`src/rtl/key_event_fifo.sv`:
```
// Keypad event buffer: synchronises scanner press/code into clk, queues codes in a
// small FIFO and raises one fixed-width interrupt pulse per queued entry.
module key_event_fifo #(
  parameter int DEPTH       = 8,
  parameter int CODE_W      = 4,
  parameter int INTR_CYCLES = 3,
  parameter int SYNC_STAGES = 2
) (
  input  logic                         clk,
  input  logic                         rst,
  input  logic                         press,
  input  logic [CODE_W-1:0]            key_code,
  input  logic                         rd_en,
  input  logic                         clr_ovf,
  output logic [7:0]                   rd_data,
  output logic [$clog2(DEPTH+1)-1:0]   count,
  output logic                         empty,
  output logic                         full,
  output logic                         overflow,
  output logic                         interrupt
);

  // state    | meaning
  // S_IDLE   | no pulse owed; leaves as soon as the FIFO holds data
  // S_PULSE  | interrupt high, timer runs down to terminal count
  // S_WAIT_ACK | pulse done; waits for one successful pop to re-arm

  localparam int PTR_W = (DEPTH > 1) ? $clog2(DEPTH) : 1;
  localparam int CNT_W = $clog2(DEPTH + 1);
  localparam int TMR_W = (INTR_CYCLES > 1) ? $clog2(INTR_CYCLES) : 1;

  typedef enum logic [1:0] {
    S_IDLE     = 2'd0,
    S_PULSE    = 2'd1,
    S_WAIT_ACK = 2'd2
  } state_t;

  logic [SYNC_STAGES-1:0] press_sync;
  logic [SYNC_STAGES-1:0] sync_vld;
  logic [CODE_W-1:0]      code_sync [SYNC_STAGES];
  logic                   press_prev;
  logic                   push;
  logic [CODE_W-1:0]      push_code;

  logic [CODE_W-1:0]      mem [DEPTH];
  logic [PTR_W-1:0]       wr_ptr;
  logic [PTR_W-1:0]       rd_ptr;
  logic                   do_pop;
  logic                   do_push;
  logic                   drop;
  logic [CODE_W-1:0]      head;

  state_t                 state;
  state_t                 state_nxt;
  logic [TMR_W-1:0]       tmr;
  logic [TMR_W-1:0]       tmr_nxt;

  // sync_vld marks when the pipeline holds real post-reset samples; until then
  // prev is held at 1 so a press already held at reset release is not a new edge.
  always_ff @(posedge clk) begin
    if (rst) begin
      press_sync <= '0;
      sync_vld   <= '0;
      press_prev <= 1'b1;
      for (int i = 0; i < SYNC_STAGES; i++) code_sync[i] <= '0;
    end else begin
      press_sync   <= {press_sync[SYNC_STAGES-2:0], press};
      sync_vld     <= {sync_vld[SYNC_STAGES-2:0], 1'b1};
      press_prev   <= sync_vld[SYNC_STAGES-1] ? press_sync[SYNC_STAGES-1] : 1'b1;
      code_sync[0] <= key_code;
      for (int i = 1; i < SYNC_STAGES; i++) code_sync[i] <= code_sync[i-1];
    end
  end

  assign push      = sync_vld[SYNC_STAGES-1] & press_sync[SYNC_STAGES-1] & ~press_prev;
  assign push_code = code_sync[SYNC_STAGES-1];

  assign empty   = (count == '0);
  assign full    = (count == CNT_W'(DEPTH));
  assign do_pop  = rd_en & ~empty;
  assign do_push = push & (~full | do_pop);
  assign drop    = push & full & ~do_pop;

  always_ff @(posedge clk) begin
    if (do_push) mem[wr_ptr] <= push_code;
  end

  always_ff @(posedge clk) begin
    if (rst) begin
      wr_ptr   <= '0;
      rd_ptr   <= '0;
      count    <= '0;
      overflow <= 1'b0;
    end else begin
      if (do_push) wr_ptr <= wr_ptr + PTR_W'(1);
      if (do_pop)  rd_ptr <= rd_ptr + PTR_W'(1);
      case ({do_push, do_pop})
        2'b10:   count <= count + CNT_W'(1);
        2'b01:   count <= count - CNT_W'(1);
        default: count <= count;
      endcase
      if (drop)         overflow <= 1'b1;
      else if (clr_ovf) overflow <= 1'b0;
    end
  end

  assign head    = empty ? '0 : mem[rd_ptr];
  assign rd_data = {overflow, empty, 6'b000000} | 8'(head);

  always_ff @(posedge clk) begin
    if (rst) begin
      state     <= S_IDLE;
      tmr       <= '0;
      interrupt <= 1'b0;
    end else begin
      state     <= state_nxt;
      tmr       <= tmr_nxt;
      interrupt <= (state_nxt == S_PULSE);
    end
  end

  always_comb begin
    state_nxt = state;
    tmr_nxt   = tmr;
    case (state)
      S_IDLE: begin
        if (!empty) begin
          state_nxt = S_PULSE;
          tmr_nxt   = TMR_W'(INTR_CYCLES - 1);
        end
      end
      S_PULSE: begin
        if (tmr == '0) state_nxt = S_WAIT_ACK;
        else           tmr_nxt   = tmr - TMR_W'(1);
      end
      S_WAIT_ACK: begin
        if (do_pop) state_nxt = S_IDLE;
      end
      default: state_nxt = S_IDLE;
    endcase
  end

endmodule

```
`config.mk`:
```
export PLATFORM = sky130hd
export DESIGN_NAME = key_event_fifo
export DESIGN_NICKNAME = d
export VERILOG_FILES = /design/src/rtl/key_event_fifo.sv
export SDC_FILE = /design/constraint.sdc
export NUM_CORES = 1
export LEC_CHECK = 0
export CAP_MARGIN = 20
export CORE_UTILIZATION = 50
export CTS_BUF_LIST = sky130_fd_sc_hd__clkbuf_4
export DETAILED_ROUTE_END_ITERATION = 12
export PLACE_DENSITY_LB_ADDON = 0.05
export REMOVE_ABC_BUFFERS = 1
export SETUP_SLACK_MARGIN = 0.15
export SYNTH_ARGS = -nofsm -noshare
export SYNTH_HDL_FRONTEND = slang
export SYNTH_SLANG_ARGS = --single-unit
```
`constraint.sdc`:
```
create_clock -name clk -period 3.1 [get_ports clk]
set_clock_uncertainty 0.2 [all_clocks]
set_input_delay 0.775 -clock clk [delete_from_list [all_inputs] [get_ports clk]]
set_output_delay 0.775 -clock clk [all_outputs]
set_load 0.01 [all_outputs]
```
## Word level (Yosys, flattened, before mapping)

Memory sizes are Yosys's and may differ from the RTL's. A register that Yosys moved wholly into a read port is not among the register bits.
Index checks and enable logic that the tools add are counted.
W data, S select, Z words.

- Add/subtract/negate cells: 5
- Multipliers: 0
- Divide/modulo/power cells: 0
- Order comparisons: 0
- Eq/ne operators: 8
- Shift-type cells: 0
- Multiplexer cells: 21
- Bitwise gates (word level): 15
- Reductions and logical operators: 8

Operators with widths:

| operator | count |
|---|---|
| $mux W4 | 3 |
| $mux W2 | 5 |
| $mux W1 | 8 |
| $or A8 B4 Y8 | 1 |
| $pmux W4 S2 | 1 |
| $add A3 B1 Y3 const B | 2 |
| $and A1 B1 Y1 | 6 |
| $eq A2 B1 Y1 const B | 3 |
| $mux W3 | 2 |
| $pmux W2 S3 | 1 |
| $reduce_bool A2 Y1 | 3 |
| $not A1 Y1 | 5 |
| $add A4 B1 Y4 const B | 1 |
| $eq A2 B2 Y1 const B | 2 |
| $eq A4 B4 Y1 const B | 1 |
| $logic_not A2 Y1 | 2 |
| $logic_not A4 Y1 | 1 |
| $ne A2 B2 Y1 const B | 2 |
| $pmux W2 S2 | 1 |
| $sub A4 B1 Y4 const B | 1 |
| $or A1 B1 Y1 | 3 |
| $reduce_and A3 Y1 | 1 |
| $reduce_or A2 Y1 | 1 |
| $sub A2 B1 Y2 const B | 1 |

- Flip-flop bits (word level): 21
- Bits in latches: 0
- Memory bits (writable): 40
- ROM bits: 0
- Output and inout bits: 16
- Word-level logic and storage cells: 70
- Memories kept: 2

Memories:

| memory | depth | bits a word | rd ports | clocked after Yosys merged registers in | wr ports | line | text |
|---|---|---|---|---|---|---|---|
| mem | 8 | 4 | 1 | 1 | 1 | 45 | `logic [CODE_W-1:0] mem [DEPTH];` |
| code_sync | 2 | 4 | 2 | 0 | 2 | 40 | `logic [CODE_W-1:0] code_sync [SYNC_STAGES];` |

## Longest topological paths before layout

Gate-level depths: netlist of the first run.

- Word-level depth: 7
- Depth in mapped cells: 8
- Mapped depth without buffers: 7

## Least setup slack after synthesis of the first run

Ideal clock, no wire load.

- Path kind: reg-to-reg
- Start point: reg count[1]
- End point: reg count[2]
- Arrival: 1.948 ns
- Required time: 2.779 ns
- Path slack: 0.830 ns
- Cell stages (with the launch flop): 9
- Path buffers: 1
- Clock period less this slack: 2.270 ns
- Path through: dfxtp_1 > buf_6 > or4_4 > nand3_1 > xnor2_1 > ha_1 > nor2_1 > a22oi_2 > mux2_4

- Longest elaborated chain between the ends: 7
- Elaborated cells between the ends (all ways): 13
- Classes of those cells: add/sub: 2; eq/ne: 3; mux: 1; bitwise: 5; reduce/logical: 2

RTL lines:

| element | line | text |
|---|---|---|
| start: declaration | 16 | `output logic [$clog2(DEPTH+1)-1:0] count,` |
| start signal: assignment | 98 | `2'b10: count <= count + CNT_W'(1);` |
| start signal: assignment | 99 | `2'b01: count <= count - CNT_W'(1);` |
| start signal: assignment | 100 | `default: count <= count;` |
| $logic_not A4 Y1 | 78 | `assign empty = (count == '0);` |
| $not A1 Y1 | 80 | `assign do_pop = rd_en & ~empty;` |
| $and A1 B1 Y1 | 80 |  |
| $or A1 B1 Y1 | 81 | `assign do_push = push & (~full \| do_pop);` |
| $and A1 B1 Y1 | 81 |  |
| $eq A2 B1 Y1 / $eq A2 B2 Y1 (equally long branches) | 97 | `case ({do_push, do_pop})` |
| $pmux W4 S2 / $reduce_bool A2 Y1 (equally long branches) | - |  |

Several ways; a longest one is shown, not always the timed one.
A chain may end at the register's enable or synchronous reset.

==> results of run 1 <==
## Yosys cell counts, types with 2 or more instances
cell type,n
sky130_fd_sc_hd__a31oi_1,2
sky130_fd_sc_hd__nand3b_1,2
sky130_fd_sc_hd__o21ai_0,3
sky130_fd_sc_hd__nand2b_1,5
sky130_fd_sc_hd__nor2_1,22
sky130_fd_sc_hd__clkbuf_1,4
sky130_fd_sc_hd__mux4_2,8
sky130_fd_sc_hd__buf_4,4
sky130_fd_sc_hd__nand3_1,5
sky130_fd_sc_hd__ha_1,4
sky130_fd_sc_hd__mux2i_1,5
sky130_fd_sc_hd__nor3_1,6
sky130_fd_sc_hd__edfxtp_1,32
sky130_fd_sc_hd__inv_1,6
sky130_fd_sc_hd__nand2_1,6
sky130_fd_sc_hd__dfxtp_1,32
sky130_fd_sc_hd__xor2_1,3
sky130_fd_sc_hd__nor2b_1,12
sky130_fd_sc_hd__a21oi_1,7
sky130_fd_sc_hd__and3_1,2
## timing repair
| item | 4_1_cts | 5_1_grt |
|---|---|---|
| setup endpoints to repair | 6 | 3 |
| resized for setup | 10 | 7 |
| setup buffers | 2 | 2 |
## per-layer routing
layer  GRT usage (%)  wire length (um)  vias up
li1                -                 -      761
met1            23.6              1940      722
met2            31.3              2220       38
met3            5.90               193        9
met4            8.33                70        0
met5               0                 0        -
## cells by family (layout without fill, tap and decap cells)
kind of cell	count (synthesis)	after routing	share of synthesized area [%]
adders and majority gates	4	4	1.97
and+or+nand+nor	66	66	13.6
other	1	2	0.148
xor gates and xnor gates	4	4	1.38
DFF	64	64	63.0
buffers and inverters	18	54	3.79
muxes	14	14	9.65
AOI/OAI and AO/OA	22	22	6.45
## registers in the layout (all words and copies together), names as in the netlist, 3 cells and up, named ones only
register and flops:
wr_ptr 3, mem 32, count 4, rd_ptr 3, code_sync 8
## cell type report
type                       instances  share of cell area (%)
multi-input combinational        112                    27.7
tap                               67                    2.74
sequential                        64                    52.5
timing repair buffer              31                    9.73
clock inverter                     7                    4.09
inverter                           7                    1.02
clock buffer                       9                    2.21
## placed cells by master (no fill, tap or decap), types with 3 or more instances in the layout
| master | count |
|---|---|
| sky130_fd_sc_hd__bufinv_16 | 3 |
| sky130_fd_sc_hd__nor2b_1 | 12 |
| sky130_fd_sc_hd__clkdlybuf4s50_1 | 16 |
| sky130_fd_sc_hd__nand2_1 | 6 |
| sky130_fd_sc_hd__dlygate4sd2_1 | 3 |
| sky130_fd_sc_hd__mux4_2 | 8 |
| sky130_fd_sc_hd__edfxtp_1 | 32 |
| sky130_fd_sc_hd__nand3_1 | 5 |
| sky130_fd_sc_hd__nand2b_1 | 5 |
| sky130_fd_sc_hd__clkbuf_4 | 9 |
| sky130_fd_sc_hd__buf_4 | 6 |
| sky130_fd_sc_hd__ha_1 | 4 |
| sky130_fd_sc_hd__nor2_1 | 22 |
| sky130_fd_sc_hd__a21oi_1 | 7 |
| sky130_fd_sc_hd__xor2_1 | 3 |
| sky130_fd_sc_hd__inv_6 | 3 |
| sky130_fd_sc_hd__nor3_1 | 6 |
| sky130_fd_sc_hd__inv_1 | 6 |
| sky130_fd_sc_hd__mux2i_1 | 5 |
| sky130_fd_sc_hd__o21ai_0 | 3 |
| sky130_fd_sc_hd__clkbuf_2 | 3 |
| sky130_fd_sc_hd__dfxtp_1 | 29 |
## where the power goes
| part | internal, mW | switching, mW | leakage (nW) |
|---|---|---|---|
| combinational | 0.134 | 0.132 | 0.438 |
| clock | 0.418 | 0.314 | 0.102 |
| sequential | 0.918 | 0.0295 | 0.554 |
## worst max-delay path by stage
stage | endpoint | slack, ps
floorplan | rd_data[0] | 800
global placement | mem[4][2] | 280
detailed placement | mem[4][0] | 190
CTS | rd_data[3] | 80
global route | rd_data[1] | 120
finish | rd_data[1] | 210
## metrics by stage
| stage | power, mW | utilization [%] | setup WS [ps] | hold WS [ps] | instances |
|---|---|---|---|---|---|
| floorplan | 1.12 | - | 801 | 197 | 183 |
| global placement | 1.21 | 58.6 | 280 | 214 | 277 |
| detailed placement | 1.22 | 58.6 | 193 | 222 | 277 |
| CTS | 1.95 | 62.9 | 83.1 | 244 | 295 |
| global route | 2.03 | 63.5 | 124 | 268 | 297 |
| finish | 1.95 | 63.5 | 207 | 245 | 297 |
==> results_dict.tcl, run 1 <==
set metrics [dict create \
    status "finished, final reports clean" \
    place_congestion 0.825 \
    drt-pass1-iter-count 4 \
    yosys.area.top_type_share_pct 37.8 \
    critical_path_arrival_ps 1920 \
    largest_net_degree_at_the_start_of_global_routing 18 \
    timing.setup.tns_ps 0 \
    synth_sequential_area_ratio_pct 63.0 \
    io_buffers 22 \
    ctsLongestPathBuffers 2 \
    critical_path.max_fanout 6 \
    holdCritPathClass "reg -> reg" \
    required_time_of_the_critical_path_ps 2120 \
    hold_depth 1 \
    die_area_mm2 0.00537 \
    synthArstFlopShare_pct 0 \
    p_per_area_mw_per_mm2 636 \
    n_fill_cell 394 \
    detail-route-antenna-nets 0 \
    regToRegSetupSlack_ps 730 \
    layout-drive-gt1-share_pct 20.0 \
    clock-sinks 64 \
    floorplan.io_pins 25 \
    worst_setup_path_start_kind "flip-flop" \
    tritoncts "built" \
    p_leak_nw 1.09 \
    grt_pass1_vias 1536 \
    vdd_drop_max_mv 0.340 \
    clk-insertion-delay-late_ps 400 \
    cts_buffers 9 \
    drc 0 \
    row_count 25 \
    grt_first_pass_wirelength_mm 7.35 \
    design_area_mm2 0.00306 \
    clkSlewWorstSetupHoldPaths_ps 110 \
    fp.coreArea_mm2 0.00482 \
    worstReg2RegStart "count[0]" \
    htree_levels 3 \
    path_cells "buf_6 -> buf_12 -> mux4_2 -> mux2i_1 -> nor2_1 -> dlygate4sd2_1" \
    cpLargestDelayFamily "multiplexers" \
    synth.avg_cell_area_um2 13.2 \
    die_height_um 73.3 \
    cp_slowest_stage_delay_ps 480 \
    cp_slowest_cell "sky130_fd_sc_hd__mux4_2" \
    die_x_um 73.3 \
    report.final.setup_viol 0 \
    synth_area_leader_cell "sky130_fd_sc_hd__edfxtp_1" \
    criticalPathCategory "reg -> out" \
    grt.total_usage_pct 19.2 \
    final_min_period_over_clock_period_pct 93.3 \
    final_period_minus_worst_setup_slack_ps 2890 \
    worst_r2r_endpoint "count[2]" \
    maxSlewViolCount 0 \
    synthTopCellsByArea "sky130_fd_sc_hd__edfxtp_1 38%, sky130_fd_sc_hd__dfxtp_1 25%, sky130_fd_sc_hd__mux4_2 7.1%" \
    critPathCaptureType "primary output" \
    worst_r2r_path_depth 7 \
    worstHoldStart "code_sync[0][0]" \
    hold_viol_final 0 \
    number_of_buffers_and_inverters_on_the_critical_path 3 \
    max_clk_rate_mhz 346 \
    syn_area_mm2 0.00254 \
    detail_route.vias_per_cell 5.15 \
    synthesis.instances 193 \
    worst_slew_pin_tran_ps 637 \
    multi_input_gate_area_um2 847 \
    ys_dominant_reg_cell "sky130_fd_sc_hd__edfxtp_1" \
    num_antenna_cells 0 \
    num_vias 1530 \
    area_growth_pct 20.4 \
    worst_hold_path.endpoint "code_sync[0][4]" \
    grt_antenna_before_repair 0 \
    rsz0062_at_grt "true" \
    number_of_synthesized_flops_with_an_enable_pin 32 \
    max-slew-margin-rel_pct 57.1 \
    max_cap_violations 0 \
    initial_utilization_pct 52.8 \
    drt-initial-drc-count 47 \
    wire_per_inst_um 14.9 \
    ys_types 43 \
    root_buffer "sky130_fd_sc_hd__clkbuf_4" \
    num-nets-final 238 \
    grt_overflow 0 \
    placed_cell_area_mm2 0.00282 \
    critical_path_cell_count 6 \
    cts.hold.buffers_added 0 \
    ys_ff_latch 64 \
    dpl.hpwl_mm 3.22 \
    register_area_mm2 0.00161 \
    route.final.wire_length_mm 4.43 \
    synth.yosys.warnings 0 \
]
Note: power is estimated with default switching activity, not from simulation.
==> inputs of run 2 (changes only) <==
Settings changed: GPL_ROUTABILITY_DRIVEN from default to 0.
Clock period 3.1 ns to 2.6 ns, I/O delays scaled along.
==> run 2 against run 1 <==
  * Largest cell class unchanged
  * Clock power decreased by 25%
  * Global-route usage up 0.17 points
  * Sequential share of layout area about the same
  * Via count rose by 4.4%
  * Critical path type unchanged
  * Cell area about the same
==> results_dict.tcl, run 2 (synthesized netlist as in run 1, its figures left out) <==
set metrics [dict create \
    status "finished, final reports clean" \
    worst_r2r_path_depth 8 \
    rsz0062_at_grt "true" \
    worst_hold_path.endpoint "press_prev" \
    worst_slew_pin_tran_ps 654 \
    grt_first_pass_wirelength_mm 7.33 \
    path_cells "buf_12 -> mux4_2 -> mux2i_1 -> nor2_1 -> buf_2" \
    drt-pass1-iter-count 4 \
    grt_antenna_before_repair 0 \
    clock-sinks 64 \
    cts.hold.buffers_added 0 \
    grt_overflow 0 \
    number_of_flip_flops_under_the_largest_register_name 32 \
    n_fill_cell 395 \
    detail-route-antenna-nets 0 \
    largest_net_degree_at_the_start_of_global_routing 12 \
    critical_path.max_fanout 8 \
    vdd_drop_max_mv 0.460 \
    critical_path_arrival_ps 1720 \
    report.final.setup_viol 0 \
    worstHoldStart "sync_vld[1]" \
    p_per_area_mw_per_mm2 660 \
    cpLargestDelayFamily "multiplexers" \
    holdCritPathClass "reg -> reg" \
    route.final.wire_length_mm 4.53 \
    number_of_buffers_and_inverters_on_the_critical_path 2 \
    row_count 25 \
    die_height_um 73.3 \
    placed_cell_area_mm2 0.00291 \
    final_period_minus_worst_setup_slack_ps 2570 \
    maxSlewViolCount 0 \
    criticalPathCategory "reg -> out" \
    max_clk_rate_mhz 389 \
    io_buffers 22 \
    num_vias 1597 \
    hold_depth 1 \
    die_area_mm2 0.00537 \
    num-nets-final 247 \
    ctsLongestPathBuffers 2 \
    initial_utilization_pct 52.8 \
    final_min_period_over_clock_period_pct 99.0 \
    grt_pass1_vias 1585 \
    root_buffer "sky130_fd_sc_hd__clkbuf_4" \
    layout_common_cells "32 x sky130_fd_sc_hd__edfxtp_1, 29 x sky130_fd_sc_hd__dfxtp_1, 22 x sky130_fd_sc_hd__nor2_1" \
    required_time_of_the_critical_path_ps 1750 \
    dpl.cell_count 287 \
    cp_slowest_stage_delay_ps 520 \
    registers.top_by_ff_count "mem" \
    worstReg2RegStart "count[1]" \
    finish.cell_count_without_fillers 306 \
    fp.coreArea_mm2 0.00482 \
    die_x_um 73.3 \
    area_growth_pct 20.5 \
    cts_buffers 9 \
    wire_per_inst_um 14.8 \
    dpl.hpwl_mm 3.33 \
    floorplan.io_pins 25 \
    drt-initial-drc-count 83 \
    regToRegSetupSlack_ps 250 \
    clk-insertion-delay-late_ps 390 \
    largestRegisters "mem: 32 flops, code_sync: 8 flops, count: 4 flops" \
    p_leak_nw 1.14 \
    grt.total_usage_pct 19.3 \
    htree_levels 3 \
    num_antenna_cells 0 \
    tritoncts "built" \
    drc 0 \
    max_cap_violations 0 \
    hold_viol_final 0 \
    design_area_mm2 0.00306 \
    max-slew-margin-rel_pct 55.9 \
    most_common_library_cell_in_the_layout_ignoring_fill_and_taps "sky130_fd_sc_hd__edfxtp_1" \
    clkSlewWorstSetupHoldPaths_ps 90 \
    worst_r2r_endpoint "count[2]" \
    worst_setup_path_start_kind "flip-flop" \
    cp_slowest_cell "sky130_fd_sc_hd__mux4_2" \
    layout-drive-gt1-share_pct 26.4 \
    critPathCaptureType "primary output" \
    detail_route.vias_per_cell 5.22 \
]
run 2: report_power, final:
group | internal [mW] | total, mW | switching [mW]
Sequential | 1.09 | 1.13 | 0.0332
Combinational | 0.177 | 0.346 | 0.169
Clock | 0.224 | 0.550 | 0.326
Total | 1.49 | 2.02 | 0.528
run 2: worst max path at each step:
stage	from	endpoint	slack [ps]	cells past startpoint
floorplan	count[0]	count[2]	350	7
global placement	rd_en	mem[1][3]	40	6
detailed placement	rd_en	count[2]	-20	7
CTS	flip-flop	rd_data[3]	-30	5
global route	flip-flop	rd_data[3]	-40	5
finish	flip-flop	rd_data[3]	30	5
run 2: layout make-up:
| class | instances | area, um^2 | area share (%) |
|---|---|---|---|
| inverter | 7 | 38.8 | 1.27 |
| tap | 67 | 83.8 | 2.74 |
| multi-input combinational | 112 | 867 | 28.3 |
| sequential | 64 | 1610 | 52.5 |
| timing repair buffer | 40 | 352 | 11.5 |
| clock inverter | 4 | 22.5 | 0.736 |
| clock buffer | 12 | 90.1 | 2.94 |
run 2: worst reg2reg max path: cells and delay by family, from the launching register on:
kind                       cells  cell delay, ps
adders and majority gates      1             200
and+or+nand+nor                3             740
DFF                            1             370
buffers and inverters          1             150
xor gates and xnor gates       1             120
AOI/OAI and AO/OA              1             140
muxes                          1             310
run 2: per-stage QoR:
stage	total power, mW	worst slack (ps)	hold slack (ps)	setup TNS, ps	utilization (%)
after CTS	2.02	-26.0	250	-26.0	62.8
after global placement	1.45	44.2	213	0	60.4
after global routing	2.12	-36.0	264	-85.5	63.6
after floorplan	1.33	347	197	0	-
final	2.02	27.2	242	0	63.6
after detailed placement	1.47	-21.2	225	-21.2	60.4
run 2: layer usage:
metal | track usage, % | part of all wire (%)
met5 | 0 | 0
met4 | 12.4 | 1.7
met3 | 3.84 | 3.0
met2 | 31.8 | 51
met1 | 23.3 | 45
run 2: what timing repair did:
action,CTS,global route
buffers inserted,2,1
endpoints found under the setup margin,7,7
gates resized for setup,32,9
gates cloned,0,0
pin swaps,1,1
